<file path="config.mk">
export PLATFORM = sky130hd
export DESIGN_NAME = key_debounce_edge_flat
export DESIGN_NICKNAME = d
export VERILOG_FILES = /design/src/rtl/key_debounce_edge_pkg.sv /design/src/rtl/key_debounce_edge_if.sv /design/src/rtl/key_debounce_edge_lane.sv /design/src/rtl/key_debounce_edge.sv /design/src/flat_wrapper.sv
export SDC_FILE = /design/constraint.sdc
export NUM_CORES = 1
export LEC_CHECK = 0
export CORE_AREA = 2 2 97 118
export DETAILED_ROUTE_END_ITERATION = 7
export DIE_AREA = 0 0 99 120
export PLACE_DENSITY = 0.76
export REMOVE_ABC_BUFFERS = 1
export SYNTH_ARGS = -nofsm -noshare
export SYNTH_HDL_FRONTEND = slang
export SYNTH_SLANG_ARGS = --single-unit
</file>
<file path="constraint.sdc">
create_clock -name i_clk -period 2 [get_ports i_clk]
set_input_delay 0.4 -clock i_clk [delete_from_list [all_inputs] [get_ports i_clk]]
set_output_delay 0.4 -clock i_clk [all_outputs]
set_load 0.03 [all_outputs]
</file>
<file path="src/rtl/key_debounce_edge_pkg.sv">
// rtl/key_debounce_edge_pkg.sv - shared FSM state encodings and debounce defaults
package key_debounce_edge_pkg;

   typedef enum logic [1:0] {
      ST_IDLE         = 2'd0,
      ST_PRESS_WAIT   = 2'd1,
      ST_HELD         = 2'd2,
      ST_RELEASE_WAIT = 2'd3
   } db_state_t;

   localparam int DB_CYCLES_DEF = 1000000;
   localparam int CNT_W_DEF     = 20;

endpackage

</file>
<file path="src/rtl/key_debounce_edge_if.sv">
// rtl/key_debounce_edge_if.sv - key lane bundle: raw pins in, debounced level and pulses out
interface key_debounce_edge_if #(
   parameter int LANES = 4
);
   logic [LANES-1:0] key_raw;
   logic [LANES-1:0] key_level;
   logic [LANES-1:0] key_press;
   logic [LANES-1:0] key_release;
   logic             key_any_press;

   modport master (
      output key_raw,
      input  key_level,
      input  key_press,
      input  key_release,
      input  key_any_press
   );

   modport slave (
      input  key_raw,
      output key_level,
      output key_press,
      output key_release,
      output key_any_press
   );
endinterface

</file>
<file path="src/rtl/key_debounce_edge_lane.sv">
// rtl/key_debounce_edge_lane.sv - one lane: polarity normalise, 2-flop sync, counter and debounce FSM
module key_debounce_edge_lane
   import key_debounce_edge_pkg::*;
#(
   parameter int DB_CYCLES  = DB_CYCLES_DEF,
   parameter int CNT_W      = CNT_W_DEF,
   parameter int ACTIVE_LOW = 1
) (
   input  logic i_clk,
   input  logic i_rst_n,
   input  logic i_key_raw,
   output logic o_level,
   output logic o_press,
   output logic o_release,
   output logic o_press_next
);
   localparam logic [CNT_W-1:0] CNT_LAST = CNT_W'(DB_CYCLES - 1);
   localparam logic             POL_INV  = (ACTIVE_LOW != 0);

   db_state_t        r_state;
   logic [CNT_W-1:0] r_cnt;
   logic             r_s1;
   logic             r_s2;
   logic             r_level;
   logic             r_press;
   logic             r_release;
   logic             w_norm;
   logic             w_at_last;

   assign w_norm       = i_key_raw ^ POL_INV;
   assign w_at_last    = (r_cnt == CNT_LAST);
   // Exposed early so the top can register its any-press flag in the same cycle as o_press.
   assign o_press_next = (r_state == ST_PRESS_WAIT) && r_s2 && w_at_last;

   always_ff @(posedge i_clk) begin
      if (!i_rst_n) begin
         r_state   <= ST_IDLE;
         r_cnt     <= '0;
         r_s1      <= 1'b0;
         r_s2      <= 1'b0;
         r_level   <= 1'b0;
         r_press   <= 1'b0;
         r_release <= 1'b0;
      end else begin
         r_s1      <= w_norm;
         r_s2      <= r_s1;
         r_press   <= 1'b0;
         r_release <= 1'b0;
         case (r_state)
            ST_IDLE: begin
               if (r_s2) begin
                  r_state <= ST_PRESS_WAIT;
                  r_cnt   <= '0;
               end
            end
            ST_PRESS_WAIT: begin
               if (!r_s2) begin
                  r_state <= ST_IDLE;
                  r_cnt   <= '0;
               end else if (w_at_last) begin
                  r_state <= ST_HELD;
                  r_cnt   <= '0;
                  r_level <= 1'b1;
                  r_press <= 1'b1;
               end else begin
                  r_cnt <= r_cnt + CNT_W'(1);
               end
            end
            ST_HELD: begin
               if (!r_s2) begin
                  r_state <= ST_RELEASE_WAIT;
                  r_cnt   <= '0;
               end
            end
            ST_RELEASE_WAIT: begin
               if (r_s2) begin
                  r_state <= ST_HELD;
                  r_cnt   <= '0;
               end else if (w_at_last) begin
                  r_state   <= ST_IDLE;
                  r_cnt     <= '0;
                  r_level   <= 1'b0;
                  r_release <= 1'b1;
               end else begin
                  r_cnt <= r_cnt + CNT_W'(1);
               end
            end
            default: begin
               r_state <= ST_IDLE;
               r_cnt   <= '0;
            end
         endcase
      end
   end

   assign o_level   = r_level;
   assign o_press   = r_press;
   assign o_release = r_release;
endmodule

</file>
<file path="src/rtl/key_debounce_edge.sv">
// rtl/key_debounce_edge.sv - top: LANES independent debounce lanes plus registered any-press flag
module key_debounce_edge
   import key_debounce_edge_pkg::*;
#(
   parameter int LANES      = 4,
   parameter int DB_CYCLES  = DB_CYCLES_DEF,
   parameter int CNT_W      = CNT_W_DEF,
   parameter int ACTIVE_LOW = 1
) (
   input  logic                i_clk,
   input  logic                i_rst_n,
   key_debounce_edge_if.slave  bus
);
   logic [LANES-1:0] w_level;
   logic [LANES-1:0] w_press;
   logic [LANES-1:0] w_release;
   logic [LANES-1:0] w_press_next;
   logic             r_any_press;

   for (genvar g = 0; g < LANES; g++) begin : g_lane
      key_debounce_edge_lane #(
         .DB_CYCLES  (DB_CYCLES),
         .CNT_W      (CNT_W),
         .ACTIVE_LOW (ACTIVE_LOW)
      ) u_lane (
         .i_clk        (i_clk),
         .i_rst_n      (i_rst_n),
         .i_key_raw    (bus.key_raw[g]),
         .o_level      (w_level[g]),
         .o_press      (w_press[g]),
         .o_release    (w_release[g]),
         .o_press_next (w_press_next[g])
      );
   end

   always_ff @(posedge i_clk) begin
      if (!i_rst_n) begin
         r_any_press <= 1'b0;
      end else begin
         r_any_press <= |w_press_next;
      end
   end

   assign bus.key_level     = w_level;
   assign bus.key_press     = w_press;
   assign bus.key_release   = w_release;
   assign bus.key_any_press = r_any_press;
endmodule

</file>
<file path="src/flat_wrapper.sv">
// flat-port wrapper written by rule: the top's interface ports become plain ports
module key_debounce_edge_flat import key_debounce_edge_pkg::*;
#(
   parameter int LANES      = 4,
   parameter int DB_CYCLES  = DB_CYCLES_DEF,
   parameter int CNT_W      = CNT_W_DEF,
   parameter int ACTIVE_LOW = 1
)
  (i_clk, i_rst_n, bus_key_raw, bus_key_level, bus_key_press, bus_key_release, bus_key_any_press);
  key_debounce_edge_if #(.LANES(LANES)) bus_i ();
  input  logic i_clk;
  input  logic i_rst_n;
  input wire logic [$bits(bus_i.key_raw)-1:0] bus_key_raw;
  output wire logic [$bits(bus_i.key_level)-1:0] bus_key_level;
  output wire logic [$bits(bus_i.key_press)-1:0] bus_key_press;
  output wire logic [$bits(bus_i.key_release)-1:0] bus_key_release;
  output wire logic [$bits(bus_i.key_any_press)-1:0] bus_key_any_press;
  assign bus_i.key_raw = bus_key_raw;
  assign bus_key_level = bus_i.key_level;
  assign bus_key_press = bus_i.key_press;
  assign bus_key_release = bus_i.key_release;
  assign bus_key_any_press = bus_i.key_any_press;
  key_debounce_edge #(.LANES(LANES), .DB_CYCLES(DB_CYCLES), .CNT_W(CNT_W), .ACTIVE_LOW(ACTIVE_LOW)) u_core (.i_clk(i_clk), .i_rst_n(i_rst_n), .bus(bus_i));
endmodule
</file>
; ---- Yosys cells after proc, flatten, opt, wreduce, memory -nomap -nowiden
; Cells that the tools add are included.
[op_classes]
addsub = 4
eq_ne = 48
n_mux = 76
n_bitwise = 9
reduce_logical = 37
[ops]
columns = cell, count
row1 = 20-bit two-way mux, 20
row2 = 20-bit case mux with 4 select lines, 4
row3 = 20-bit by 1-bit adder with 20-bit output (second input constant), 4
row4 = 20-bit equality test (second input constant), 4
row5 = 2-bit two-way mux, 24
row6 = 2-bit inequality test (second input constant), 24
row7 = 2-bit case mux with 4 select lines, 4
row8 = 3-bit inequality test (second input constant), 8
row9 = 1-bit two-way mux, 20
row10 = 5-bit AND reduction, 4
row11 = 2-bit equality test (second input constant), 8
row12 = 4-bit AND reduction, 4
row13 = 3-bit AND reduction, 4
row14 = 3-bit OR reduction, 4
row15 = 1-bit inverter, 9
row16 = 2-bit by 1-bit equality test with 1-bit output (second input constant), 4
row17 = 1-bit logical AND, 8
row18 = 2-bit logical NOT, 4
row19 = 1-bit case mux with 2 select lines, 4
row20 = 2-bit AND reduction, 4
row21 = 2-bit nonzero test, 4
row22 = 4-bit OR reduction, 1
[totals]
register_bits = 109
out_inout_bits = 13
word_cells = 203

; ---- Depth between registers and ports, before layout
[logic_depth]
ltp_word = 4
depth_mapped = 9
depth_no_buf = 6

; ---- Hierarchy
; Synthesis repeated with hierarchy kept, for this count alone.
[unflattened]
cells_unflattened = 629
hier_area_um2 = 5465.2
[modules_own_cells]
columns = module, n_inst, cells_each, area_per_inst_um2
row1 = key_debounce_edge_lane (u_core.g_lane[0].u_lane ...), 3, 154, 1356.3
row2 = key_debounce_edge_lane (u_core.g_lane[3].u_lane), 1, 165, 1365.1
row3 = key_debounce_edge, 1, 2, 31.3

; ---- Worst setup path after synthesis
; OpenSTA, ideal clock, no wires.
[synth_path]
path_type = register to register
start = reg u_core.g_lane[3].u_lane.r_cnt[7]
end = reg u_core.g_lane[3].u_lane.r_cnt[14]
setup_ns = 0.118
t_arrival_ns = 1.826
required_time_ns = 1.882
setup_slack_ns = 0.056
stages_incl_launch_ff = 9
path_buffers = 3
period_less_slack_ns = 1.944
path_cell_list = dfxtp_1 buf_6 or4_4 nor4_4 a211oi_2 buf_6 buf_6 a21oi_1 o2bb2ai_1
[synth_via]
elab_chain_cells = 4
word_cells_on_any_way = 6
cone_classes = 1 x add/sub / 1 x eq/ne / 4 x mux
[synth_rtl]
columns = element, line
row1 = start: declaration, key_debounce_edge_lane.sv:21  ; logic [CNT_W-1:0] r_cnt;
row2 = start signal: assignment, key_debounce_edge_lane.sv:66  ; r_cnt <= r_cnt + CNT_W'(1);
row3 = start signal: assignment, key_debounce_edge_lane.sv:85  ; r_cnt <= r_cnt + CNT_W'(1);
row4 = 20-bit by 1-bit adder with 20-bit output or 20-bit equality test (tied branches), "key_debounce_edge_lane.sv:66, key_debounce_edge_lane.sv:85, key_debounce_edge_lane.sv:31"
row5 = 20-bit two-way mux *, "key_debounce_edge_lane.sv:60, key_debounce_edge_lane.sv:79"
row6 = 20-bit two-way mux (on tied branches), "key_debounce_edge_lane.sv:76, key_debounce_edge_lane.sv:57"
row7 = 20-bit case mux with 4 select lines *, key_debounce_edge_lane.sv:49  ; case (r_state)
; Mark *: on every way between the ends. The rest lies on a longest branch, timed or not.
; A chain may end at the register's enable or synchronous reset.

; ---- Worst setup path in the final report
[layout_path]
start = reg u_core.g_lane[3].u_lane.r_cnt[6]
end = reg u_core.g_lane[3].u_lane.r_cnt[13]
; The elaborated chain is that of the path after synthesis.

==> impl_metrics.py <==
metrics = {
    "detailed_routing": {
        "vias": 4814,
        "routedWlPerCell_um": 14.6,
        "wl_um": 11800,
        "viasPerCell": 5.94,
        "firstDrtPassIters": 5,
        "drc": 0,
        "postRouteAntennaNets": 0,
        "drt_iter0_markers": 267,
    },
    "worst_hold_path": {
        "min_from": "u_core.g_lane[1].u_lane.r_s1",
        "hold_class": "flop to flop",
        "hold_end": "u_core.g_lane[1].u_lane.r_s2",
        "hold_path_depth": 1,
    },
    "placement": {
        "pre_cts_ws_ps": -23.5,
        "dp_hpwl_um": 8320,
        "io_buffer_count": 18,
        "place_area_um2": 5840,
        "gp_congestion": 0.833,
        "dpl.cell_count": 794,
    },
    "outcome": {
        "violations": "negative setup slack",
        "status": "finished with violations",
    },
    "setup_path": {
        "r2r.worst_path.cells": 6,
        "cp-start-kind": "flop",
        "worst_ep_required_time_ps": 2240,
        "crit_path_cell_trace": "or4_4 -> nor4_4 -> a211oi_2 -> buf_4 -> and3_1 -> a221o_1",
        "cp_data_arrival_time_ps": 2260,
        "crit_buf_inv": 1,
        "worstSetupPathType": "flop to flop",
        "crit_path_end_kind": "flop",
        "timing.rr.end": "u_core.g_lane[3].u_lane.r_cnt[13]",
        "crit_path_top_delay_cell": "or4_4",
        "r2r_start": "u_core.g_lane[3].u_lane.r_cnt[6]",
        "crit_fanout": 10,
        "r2r_slack_ps": -20,
        "cp_top_family": "simple AND/OR/NAND/NOR gates",
        "max_stage_delay_ps": 540,
    },
    "yosys": {
        "ys_types": 55,
        "synthMuxAreaShare_pct": 2.47,
        "syn_inst": 624,
        "synthArstFlopShare_pct": 0,
        "synth_top_family_by_area": "simple AND/OR/NAND/NOR gates",
        "postSynthAreaPerCell_um2": 8.44,
        "yosys_warnings": 0,
        "synth_xor_area_share_pct": 3.49,
        "synth_top_cell_by_area": "dfxtp_1",
        "synth-edff-count": 0,
        "synth_top_area_share_pct": 41.4,
        "synth_area_um2": 5270,
        "synth-simple-area-share_pct": 27.7,
        "synth_fa_ha_area_share_pct": 0.950,
        "ys_seq_elements": 109,
        "ys.flop_type": "dfxtp_1",
        "synth_compound_area_share_pct": 18.1,
        "yosysSeqAreaShare_pct": 41.4,
        "yosys-top-cells-area": "dfxtp_1, a21oi_1, nor2_1",
    },
    "clock_tree": {
        "clk_pin_slew_worst_paths_ps": 70,
        "cts.sinks": 109,
        "htreeDepth": 3,
        "cts-root-buf": "clkbuf_16",
        "cts_made_buffers": 9,
        "clkLatencyLatePin_ps": 350,
        "cts_buffer_depth": 2,
        "cts_setup_buffers": 0,
        "cts_tree": "done",
    },
    "sta": {
        "period_needed_ps": 2020,
        "fin_crit_sh_pct": 101,
        "skew_ps": 10.6,
        "worst_pin_slew_ps": 568,
        "fin_ws_ps": -22.5,
        "timing.fmax_mhz": 494,
        "timing.slew.headroom_pct": 61.8,
        "hold_ws_ps": 433,
        "finalSetupViolCount": 3,
        "rsz0062_at_grt": "yes",
        "finalHoldViolations": 0,
        "drv_slew": 0,
    },
    "grt": {
        "grt_pass1_wl_um": 20300,
        "gr-total-overflow": 0,
        "grt_max_degree": 27,
        "grt_pass1_vias": 4534,
        "grtUsageTotal_pct": 20.3,
        "antenna_found_initial": 0,
    },
    "power_and_ir_drop": {
        "total_leakage_power_uw": 0.00222,
        "powerDensity_nw_per_um2": 662,
        "ir_worst_vdd_mv": 0.399,
    },
    "floorplanning": {
        "row_count": 42,
        "die_w_um": 99,
        "initial_core_util_pct": 48.9,
        "core_um2": 10800,
        "dieHeight_um": 120,
        "die-area_um2": 11900,
        "io_pins": 19,
    },
    "finish": {
        "finalInstanceArea_um2": 6230,
        "instances_no_fill": 810,
        "antennaDiodeCount": 0,
        "post-route-util_pct": 57.8,
        "fin_nets": 683,
        "drive_gt1_share_pct": 15.5,
        "area_growth_pct": 18.2,
        "n_fill_cell": 917,
    },
    "run": {
        "max_cap_violations": 0,
    },
}
[cell usage in the layout (no fill, tap or decap), types with 11 or more instances in the layout]
cell type and count:
a21oi_1 40, nor2_1 55, nand3_1 38, mux2i_1 13, nand2_1 52, xor2_1 12
nand2b_1 11, nand4_1 22, inv_1 21, o21ai_0 18, dfxtp_1 107, nor3_1 15
a31oi_1 31, buf_4 55, clkdlybuf4s50_1 18, and3_1 15
[per-layer routing]
metal	GRT usage, %	part of all wire [%]
met5	0	0
met4	9.59	2.9
met3	2.85	3.7
met2	34.0	48
met1	25.8	45
[cells in the mapped netlist, drive strengths merged (3+ instances only)]
| library cell | instances |
|---|---|
| dfxtp | 109 |
| nor2 | 56 |
| nand2 | 52 |
| a21oi | 47 |
| nand3 | 39 |
| a31oi | 32 |
| buf | 25 |
| o21ai | 23 |
| nand4 | 22 |
| inv | 21 |
| and3 | 18 |
| nor3 | 15 |
| clkbuf | 13 |
| mux2i | 13 |
| xor2 | 13 |
| nand2b | 11 |
| nor4 | 10 |
| and2 | 9 |
| and4 | 9 |
| xnor2 | 8 |
| a211oi | 6 |
| a21o | 6 |
| a22o | 6 |
| a41oi | 6 |
| o2bb2ai | 6 |
| nor4b | 5 |
| a22oi | 4 |
| ha | 4 |
| nor2b | 4 |
| a211o | 3 |
| nand4b | 3 |
| o22ai | 3 |
[kinds of logic (layout without fill, tap and decap cells)]
group	after synthesis	in the layout
and+or+nand+nor	269	269
AOI/OAI and AO/OA	149	149
DFF	109	109
muxes	13	13
adders and majority gates	4	4
xor gates and xnor gates	21	21
buffers and inverters	59	113
[stage by stage]
step | setup TNS [ps] | total power, uW
2_1_floorplan | -10950 | 2340
3_3_place_gp | 0 | 2420
3_5_place_dp | -37.8 | 2430
4_1_cts | -12.0 | 4130
5_1_grt | -351 | 4250
6_report | -54.0 | 4120
[cell type report]
class | count | area (um^2) | area share [%]
clock buffers | 12 | 256 | 4.12
clock inverters | 4 | 32.5 | 0.523
inverters | 21 | 78.8 | 1.27
multi-input cells | 456 | 2860 | 46.0
flip-flops and latches | 109 | 2180 | 35.1
well taps | 132 | 165 | 2.65
repair buffers | 76 | 644 | 10.3
[worst max path at each step]
stage                                     start                                end  slack (ps)  cells past startpoint
2_1_floorplan  u_core.g_lane[3].u_lane.r_cnt[0]  u_core.g_lane[3].u_lane.r_cnt[12]        -430                      6
3_3_place_gp                            i_rst_n   u_core.g_lane[0].u_lane.r_cnt[9]           2                      6
3_5_place_dp                            i_rst_n   u_core.g_lane[0].u_lane.r_cnt[9]         -20                      6
4_1_cts        u_core.g_lane[3].u_lane.r_cnt[6]  u_core.g_lane[3].u_lane.r_cnt[13]         -10                      6
5_1_grt        u_core.g_lane[3].u_lane.r_cnt[6]  u_core.g_lane[3].u_lane.r_cnt[13]         -80                      6
6_report       u_core.g_lane[3].u_lane.r_cnt[6]  u_core.g_lane[3].u_lane.r_cnt[13]         -20                      6
[registers in the layout, indices dropped and copies added (netlist names), named ones only]
register	count
u_core.g_lane.u_lane.r_s2	4
u_core.g_lane.u_lane.o_release	4
u_core.g_lane.u_lane.o_level	4
u_core.g_lane.u_lane.r_s1	4
u_core.g_lane.u_lane.o_press	4
u_core.g_lane.u_lane.r_state	4
u_core.bus.key_any_press	1
u_core.g_lane.u_lane.r_cnt	80
[repair_timing]
item	4_1_cts	5_1_grt
pin swaps	0	1
gates resized for setup	2	25
hold buffers	0	0
endpoints found under the setup margin	3	23
[power by group]
group | internal, uW | switching (uW)
clock network | 919 | 815
logic | 73.5 | 112
registers | 2190 | 16.2
total | 3180 | 943
No activity file was read; power rests on OpenSTA's default activity.
